File: src/rtl/kgp_ctrl_pkg.sv
// Shared encodings for the KGP_RISC control unit: opcodes, ALU/branch fcodes,
// FSM states and flag bit positions.
package kgp_ctrl_pkg;

    localparam logic [2:0] OP_RTYPE = 3'b000;
    localparam logic [2:0] OP_IMM   = 3'b001;
    localparam logic [2:0] OP_LW    = 3'b010;
    localparam logic [2:0] OP_SW    = 3'b011;
    localparam logic [2:0] OP_BR    = 3'b100;

    localparam logic [3:0] FC_ADD   = 4'b0000;
    localparam logic [3:0] FC_COMP  = 4'b0001;
    localparam logic [3:0] FC_AND   = 4'b0010;
    localparam logic [3:0] FC_XOR   = 4'b0011;
    localparam logic [3:0] FC_SHLL  = 4'b0100;
    localparam logic [3:0] FC_SHRL  = 4'b0101;
    localparam logic [3:0] FC_SHLLV = 4'b0110;
    localparam logic [3:0] FC_SHRLV = 4'b0111;
    localparam logic [3:0] FC_SHRA  = 4'b1000;
    localparam logic [3:0] FC_SHRAV = 4'b1001;
    localparam logic [3:0] FC_MULT  = 4'b1010;
    localparam logic [3:0] FC_MULTU = 4'b1011;

    localparam logic [3:0] FC_ADDI  = 4'b0000;
    localparam logic [3:0] FC_COMPI = 4'b0001;

    localparam logic [3:0] BR_ALWAYS = 4'b0000;
    localparam logic [3:0] BR_Z      = 4'b0001;
    localparam logic [3:0] BR_NZ     = 4'b0010;
    localparam logic [3:0] BR_C      = 4'b0011;
    localparam logic [3:0] BR_NC     = 4'b0100;
    localparam logic [3:0] BR_S      = 4'b0101;
    localparam logic [3:0] BR_NS     = 4'b0110;
    localparam logic [3:0] BR_O      = 4'b0111;
    localparam logic [3:0] BR_NO     = 4'b1000;

    localparam int FLAG_C = 3;
    localparam int FLAG_Z = 2;
    localparam int FLAG_S = 1;
    localparam int FLAG_O = 0;

    typedef enum logic [2:0] {
        ST_IDLE,
        ST_FETCH,
        ST_DECODE,
        ST_EXEC,
        ST_MEM,
        ST_WB,
        ST_HALT
    } state_t;

    // R-type fcodes run contiguously from ADD up to MULTU; anything above traps.
    function automatic logic instr_legal(input logic [2:0] op, input logic [3:0] fc,
                                         input logic br_legal);
        case (op)
            OP_RTYPE:    return fc <= FC_MULTU;
            OP_IMM:      return fc <= FC_COMPI;
            OP_LW, OP_SW: return 1'b1;
            OP_BR:       return br_legal;
            default:     return 1'b0;
        endcase
    endfunction

endpackage

File: src/rtl/kgp_control_fsm_branch_cond.sv
// Branch condition evaluation against the registered {C,Z,S,O} flags.
module kgp_branch_cond
    import kgp_ctrl_pkg::*;
(
    input  logic [3:0] fcode,
    input  logic [3:0] flags,
    output logic       taken,
    output logic       legal
);

    always_comb begin
        taken = 1'b0;
        legal = 1'b1;
        case (fcode)
            BR_ALWAYS: taken = 1'b1;
            BR_Z:      taken = flags[FLAG_Z];
            BR_NZ:     taken = ~flags[FLAG_Z];
            BR_C:      taken = flags[FLAG_C];
            BR_NC:     taken = ~flags[FLAG_C];
            BR_S:      taken = flags[FLAG_S];
            BR_NS:     taken = ~flags[FLAG_S];
            BR_O:      taken = flags[FLAG_O];
            BR_NO:     taken = ~flags[FLAG_O];
            default:   legal = 1'b0;
        endcase
    end

endmodule

File: src/rtl/kgp_control_fsm.sv
// Multi-cycle control unit: fetch/decode/exec/mem/wb sequencing, PC, IR and
// architectural flag register for the KGP_RISC core.
module kgp_control_fsm
    import kgp_ctrl_pkg::*;
(
    input  logic        clk,
    input  logic        rst,
    input  logic        imem_ack,
    input  logic [31:0] imem_rdata,
    output logic        imem_req,
    output logic [31:0] pc,
    input  logic        dmem_ack,
    output logic        dmem_req,
    output logic        dmem_we,
    input  logic        alu_c,
    input  logic        alu_z,
    input  logic        alu_s,
    input  logic        alu_o,
    output logic [2:0]  alu_opcode,
    output logic [3:0]  alu_fcode,
    output logic        alu_src_imm,
    output logic [31:0] imm,
    output logic [4:0]  rs_addr,
    output logic [4:0]  rt_addr,
    output logic [4:0]  rd_addr,
    output logic        reg_we,
    output logic        reg_we_hi,
    output logic        wb_sel,
    output logic [3:0]  flags,
    output logic        halted
);

    state_t      state, state_nx;
    logic [31:0] ir;
    logic [31:0] pc_nx;
    logic        ir_load, flags_load, pc_load;
    logic        br_taken, br_legal;

    wire [2:0]  op         = ir[31:29];
    wire [3:0]  fc         = ir[28:25];
    wire [31:0] pc_plus4   = pc + 32'd4;
    wire [31:0] br_target  = pc_plus4 + {{5{ir[24]}}, ir[24:0], 2'b00};
    wire        is_sw      = (op == OP_SW);

    assign imm     = {{16{ir[15]}}, ir[15:0]};
    assign rs_addr = ir[24:20];
    assign rt_addr = ir[19:15];
    assign rd_addr = ir[14:10];

    kgp_branch_cond u_branch_cond (
        .fcode (fc),
        .flags (flags),
        .taken (br_taken),
        .legal (br_legal)
    );

    always_ff @(posedge clk or posedge rst) begin
        if (rst) begin
            state <= ST_IDLE;
            pc    <= '0;
            ir    <= '0;
            flags <= '0;
        end else begin
            state <= state_nx;
            if (ir_load)    ir    <= imem_rdata;
            if (flags_load) flags <= {alu_c, alu_z, alu_s, alu_o};
            if (pc_load)    pc    <= pc_nx;
        end
    end

    // Strobes depend only on state and ir; acks and ALU flags feed registers only.
    always_comb begin
        state_nx    = state;
        ir_load     = 1'b0;
        flags_load  = 1'b0;
        pc_load     = 1'b0;
        pc_nx       = pc_plus4;
        imem_req    = 1'b0;
        dmem_req    = 1'b0;
        dmem_we     = 1'b0;
        reg_we      = 1'b0;
        reg_we_hi   = 1'b0;
        wb_sel      = 1'b0;
        halted      = 1'b0;
        alu_opcode  = 3'b000;
        alu_fcode   = 4'b0000;
        alu_src_imm = 1'b0;
        case (state)
            ST_IDLE: state_nx = ST_FETCH;
            ST_FETCH: begin
                imem_req = 1'b1;
                if (imem_ack) begin
                    ir_load  = 1'b1;
                    state_nx = ST_DECODE;
                end
            end
            ST_DECODE: state_nx = instr_legal(op, fc, br_legal) ? ST_EXEC : ST_HALT;
            ST_EXEC: begin
                case (op)
                    OP_RTYPE, OP_IMM: begin
                        alu_opcode  = op;
                        alu_fcode   = fc;
                        alu_src_imm = (op == OP_IMM);
                        flags_load  = 1'b1;
                        state_nx    = ST_WB;
                    end
                    OP_LW, OP_SW: begin
                        alu_opcode  = OP_IMM;
                        alu_fcode   = FC_ADDI;
                        alu_src_imm = 1'b1;
                        state_nx    = ST_MEM;
                    end
                    default: begin
                        // Only branches reach here; the ALU is left idle.
                        pc_load  = 1'b1;
                        pc_nx    = br_taken ? br_target : pc_plus4;
                        state_nx = ST_FETCH;
                    end
                endcase
            end
            ST_MEM: begin
                dmem_req = 1'b1;
                dmem_we  = is_sw;
                if (dmem_ack) begin
                    if (is_sw) begin
                        pc_load  = 1'b1;
                        state_nx = ST_FETCH;
                    end else begin
                        state_nx = ST_WB;
                    end
                end
            end
            ST_WB: begin
                reg_we    = 1'b1;
                wb_sel    = (op == OP_LW);
                reg_we_hi = (op == OP_RTYPE) && (fc == FC_MULT || fc == FC_MULTU);
                pc_load   = 1'b1;
                state_nx  = ST_FETCH;
            end
            ST_HALT: halted = 1'b1;
            default: state_nx = ST_IDLE;
        endcase
    end

endmodule

File: config.mk
export PLATFORM = sky130hd
export DESIGN_NAME = kgp_control_fsm
export DESIGN_NICKNAME = d
export VERILOG_FILES = /design/src/rtl/kgp_ctrl_pkg.sv /design/src/rtl/kgp_control_fsm_branch_cond.sv /design/src/rtl/kgp_control_fsm.sv
export SDC_FILE = /design/constraint.sdc
export NUM_CORES = 1
export LEC_CHECK = 0
export CORE_MARGIN = 5
export CORE_UTILIZATION = 71
export CTS_BUF_LIST = sky130_fd_sc_hd__clkbuf_4
export DETAILED_ROUTE_END_ITERATION = 8
export DONT_BUFFER_PORTS = 1
export PLACE_DENSITY = 0.85
export SLEW_MARGIN = 40
export SYNTH_ARGS = -nofsm -noshare
export SYNTH_HDL_FRONTEND = slang
export SYNTH_SLANG_ARGS = --single-unit
File: constraint.sdc
create_clock -name clk -period 7.7 [get_ports clk]
set_clock_uncertainty 0.15 [all_clocks]
set_input_delay 1.54 -clock clk [delete_from_list [all_inputs] [get_ports clk]]
set_output_delay 1.54 -clock clk [all_outputs]
set_load 0.1 [all_outputs]
==> Word-level counts from Yosys, hierarchy flattened <==
Cells that the tools add are included.
{ "op_classes": {"n_lt_le_gt_ge": 2, "eq_ne": 22, "bitwise": 5, "n_div": 0, "multipliers": 0, "addsub": 2, "shift": 0, "n_reduce_logical": 11, "n_mux": 34} }
{ "op_table": {"columns": ["op", "n"], "rows": [
  ["32-bit two-way mux", 3],
  ["32-bit by 3-bit adder with 32-bit output (second input constant)", 1],
  ["32-bit adder", 1],
  ["3-bit case mux with 6 select lines", 1],
  ["1-bit two-way mux", 17],
  ["4-bit by 3-bit equality test with 1-bit output (second input constant)", 4],
  ["3-bit two-way mux", 5],
  ["3-bit by 2-bit equality test with 1-bit output (second input constant)", 4],
  ["3-bit equality test (second input constant)", 4],
  ["4-bit equality test (second input constant)", 3],
  ["3-bit case mux with 2 select lines", 2],
  ["1-bit case mux with 9 select lines", 1],
  ["9-bit OR reduction", 1],
  ["4-bit by 2-bit equality test with 1-bit output (second input constant)", 2],
  ["4-bit two-way mux", 2],
  ["3-bit by 1-bit equality test with 1-bit output (second input constant)", 2],
  ["3-bit zero test", 2],
  ["2-bit OR reduction", 3],
  ["1-bit inverter", 5],
  ["4-bit by 1-bit equality test with 1-bit output (second input constant)", 1],
  ["4-bit by 1-bit less-or-equal comparator with 1-bit output (second input constant)", 1],
  ["4-bit less-or-equal comparator (second input constant)", 1],
  ["4-bit zero test", 1],
  ["2-bit inequality test (second input constant)", 2],
  ["other kinds (7)", 7]
]} }
{ "word_totals": {"memories": 0, "latch_bits": 0, "ramBits": 0, "rom_bits": 0, "output_inout_bits": 98, "in_bits": 40, "wordCells": 80, "reg_bits": 71} }

==> Longest topological paths before layout <==
{ "depth": {"ltp_word": 7, "depth_mapped": 17, "depth_no_buf": 17} }

==> Hierarchy <==
A second synthesis with hierarchy kept.
{ "hier_totals": {"cells_unflattened": 657, "hier_area_um2": 5720.5} }
{ "by_module_without_submodules": {"columns": ["module", "area_each_um2", "cells_each", "seq_area_each_um2", "n_inst"], "rows": [
  ["kgp_control_fsm", 5637.9, 647, 1726.7, 1],
  ["kgp_branch_cond", 82.6, 10, 0.0, 1]
]} }

==> Worst setup path before layout <==
OpenSTA, ideal clock, no wires.
{ "synth_timing": {"kind": "reg2out", "start": "register state[1]", "end": "output port wb_sel", "path_slack_ns": 2.971, "stages_incl_launch_ff": 4, "arrival_ns": 3.039, "required_time_ns": 6.010, "n_path_buf": 1, "path_cell_list": "dfrtp_1 > clkbuf_1 > nand3b_1 > nor3b_1"} }
{ "synth_between": {"elab_chain_cells": 2} }
{ "synth_lines": {"columns": ["item", "line_no", "rtl"], "rows": [
  ["start, declared", "kgp_control_fsm.sv:33", "state_t state, state_nx;"],
  ["start signal, assigned", "kgp_control_fsm.sv:64", "state <= state_nx;"],
  ["3-bit equality test", "kgp_control_fsm.sv:88", "case (state)"],
  ["1-bit two-way mux", "kgp_control_fsm.sv:88", null],
  ["end, declared", "kgp_control_fsm.sv:28", "output logic wb_sel,"]
]} }
Every way passes these cells.

==> Final worst setup path <==
{ "layout_timing": {"start": "register pc[4]", "end": "register pc[31]"} }
{ "layout_between": {"elab_chain_cells": 5} }
{ "layout_lines": {"columns": ["item", "line_no", "rtl"], "rows": [
  ["start, declared", "kgp_control_fsm.sv:11", "output logic [31:0] pc,"],
  ["start signal, assigned", "kgp_control_fsm.sv:67", "if (pc_load) pc <= pc_nx;"],
  ["32-bit by 3-bit adder with 32-bit output *", "kgp_control_fsm.sv:41", "wire [31:0] pc_plus4 = pc + 32'd4;"],
  ["32-bit adder", "kgp_control_fsm.sv:42", "wire [31:0] br_target = pc_plus4 + {{5{ir[24]}}, ir[24:0], 2'b00};"],
  ["32-bit two-way mux", "kgp_control_fsm.sv:116", "pc_nx = br_taken ? br_target : pc_plus4;"],
  ["32-bit two-way mux", "kgp_control_fsm.sv:99", "case (op)"],
  ["32-bit two-way mux *", "kgp_control_fsm.sv:88", null]
]} }
Every way passes the cells marked *; elsewhere a longest branch is shown, timed or not.
A chain may end at the register's enable or synchronous reset.

==> impl_metrics.json <==
{
  "yosys.area.top_type": "dfrtp_1",
  "r2r_cells": 15,
  "final_antenna_net_count": 0,
  "drt-initial-drc-count": 348,
  "synthDistinctLibCells": 64,
  "ys_top_cells_by_area": "dfrtp_1, ha_1, buf_4",
  "place_area_um2": 5790,
  "first_pass_iters": 5,
  "cts_tree": "built",
  "grt_max_degree": 70,
  "final_area_um2": 5930,
  "dpl_worst_slack_ns": 3.18,
  "ff2ff_setup_slack_ns": 3.08,
  "drive_gt1_frac": 0.247,
  "post_cts_buffers": 0,
  "io_buffers": 0,
  "grt_pass1_wl_um": 23100,
  "period_needed_ns": 4.62,
  "multi_input_area_um2": 3550,
  "rows": 33,
  "finalSetupTns_ns": 0,
  "r2r_end": "pc[31]",
  "async_reset_ff_frac": 1.00,
  "syn-cell-area_um2": 5780,
  "via_per_inst": 6.68,
  "root_buffer": "clkbuf_4",
  "die_area_um2": 10100,
  "min_path_type": "flip-flop to flip-flop",
  "die_h_um": 100,
  "postCtsHoldBufs": 0,
  "whs_endpoint": "ir[28]",
  "numCtsBuffers": 9,
  "path_class": "flip-flop to flip-flop",
  "clk_pin_slew_ns": 0.14,
  "yosysWarnings": 0,
  "synth_area_per_cell_um2": 8.58,
  "hpwl_um": 10400,
  "rsz0062_at_grt": "no",
  "wl_per_cell_um": 19.4,
  "htree_levels": 3,
  "whs_path_depth": 1,
  "seq_area_um2": 1810,
  "antenna_cells": 0,
  "postCtsResizedCells": 0,
  "setup_ws_ns": 3.08,
  "vias": 4895,
  "synthTopCellsByCount": "dfrtp_1, a21oi_1, nor2_1",
  "worstMarginPinSlew_ns": 0.822,
  "clk-insertion-delay-late_ns": 0.44,
  "min_period_over_period": 0.599,
  "first_global_vias": 4817,
  "hold_ws_ns": 0.534,
  "worstPathArrival_ns": 4.81,
  "antenna_found_initial": 0,
  "syn_inst": 674,
  "hold_viol": 0,
  "reg2reg_from": "pc[4]",
  "crit_path_start_kind": "flip-flop",
  "ys_ff_latch": 69,
  "synth_top_area_frac": 0.299,
  "gr-total-overflow": 0,
  "yosysMostFrequentCell": "dfrtp_1",
  "min_from": "ir[28]",
  "gp_routability_congestion": 1.01,
  "area_growth_syn_to_layout_pct": 2.55,
  "routed_wl_um": 14200,
  "synth-edff-count": 0,
  "setup_viol": 0,
  "slew_viol_final": 0,
  "top_level_ports": 138,
  "drc_errors": 0,
  "drv_cap": 0,
  "grtUsageTotal": 0.283,
  "clock_sinks": 69,
  "synthFlopType": "dfrtp_1",
  "required_ns": 7.90,
  "start_util": 0.715,
  "fmaxAchievable_mhz": 217,
  "status": "finished, final reports clean",
  "slew_headroom": 0.452,
  "worstSetupEndpointType": "flip-flop",
  "coreArea_um2": 8090,
  "die_x_um": 100,
  "crit_path_max_fanout": 8,
  "nNetsFinal": 701,
  "cts.path.max_buffers": 2,
  "fill_cells": 611,
  "seq_area_frac_synth": 0.299
}
[stage by stage]
stage / cells / utilization
3_5_place_dp: 717 / 0.716
2_1_floorplan: 677 / -
3_3_place_gp: 717 / 0.704
6_report: 733 / 0.733
5_1_grt: 733 / 0.733
4_1_cts: 733 / 0.732
[critical path: stages, from the launching register on]
cell,delay [ns]
dfrtp_2,0.77
and4_1,0.36
and3_1,0.23
nor2b_1,0.37
nand2_1,0.15
xnor2_1,0.17
ha_1,0.37
a21oi_1,0.23
o21ai_2,0.11
a221oi_2,0.32
o21ai_2,0.14
a21o_1,0.20
a21oi_1,0.20
o211ai_2,0.14
or3_1,0.39
a31o_1,0.22
[registers in the layout (all words and copies together), names as in the netlist]
name   cells
flags      4
ir        32
pc        30
state      3
[layout make-up]
type                    instances  area share
clock buffers                   9      0.0114
multi-input cells             513       0.598
clock inverters                 7      0.0110
flip-flops and latches         69       0.306
inverters                      14     0.00886
well taps                     105      0.0222
repair buffers                 16      0.0430
[placed cells by master (no fill, tap or decap), types with 5 or more instances in the layout]
master and n:
a211oi_1 5, a21o_1 17, a21oi_1 66, and2_2 5, and3_1 7, buf_4 7
clkbuf_16 5, clkbuf_4 9, dfrtp_1 12, dfrtp_2 51, dfrtp_4 6, ha_1 37
inv_1 13, mux2_2 35, nand2_1 52, nand3_1 24, nand4_1 12, nor2_1 53
nor2b_1 8, nor3_1 12, nor3_2 5, o21ai_0 41, o22ai_1 5, xnor2_1 35
xor2_1 16
[worst max path at each step]
stage              from  depth (start not counted)     end
3_3_place_gp     pc[18]                         15  pc[31]
6_report          pc[4]                         15  pc[31]
2_1_floorplan  state[1]                          3  wb_sel
4_1_cts          pc[18]                         15  pc[31]
3_5_place_dp     pc[18]                         15  pc[31]
5_1_grt          pc[18]                         15  pc[31]
[kinds of logic (layout without fill, tap and decap cells)]
family	after synthesis	after routing	share of synthesized area
compound gates	175	175	0.192
xor+xnor	51	51	0.0772
fa+ha+maj	38	38	0.0835
buf+inv	95	46	0.0982
flops	69	69	0.299
mux	37	37	0.0716
other cells	1	4	0.000648
simple gates	208	208	0.178
[layer usage]
layer,part of all wire,track usage
met5,0,0
met4,0.030,0.123
met3,0.089,0.0598
met2,0.49,0.475
met1,0.39,0.352
Power is left out: the tool's default activity adds up to more than one toggle a clock period on the data nets, which glitch-free logic cannot reach.
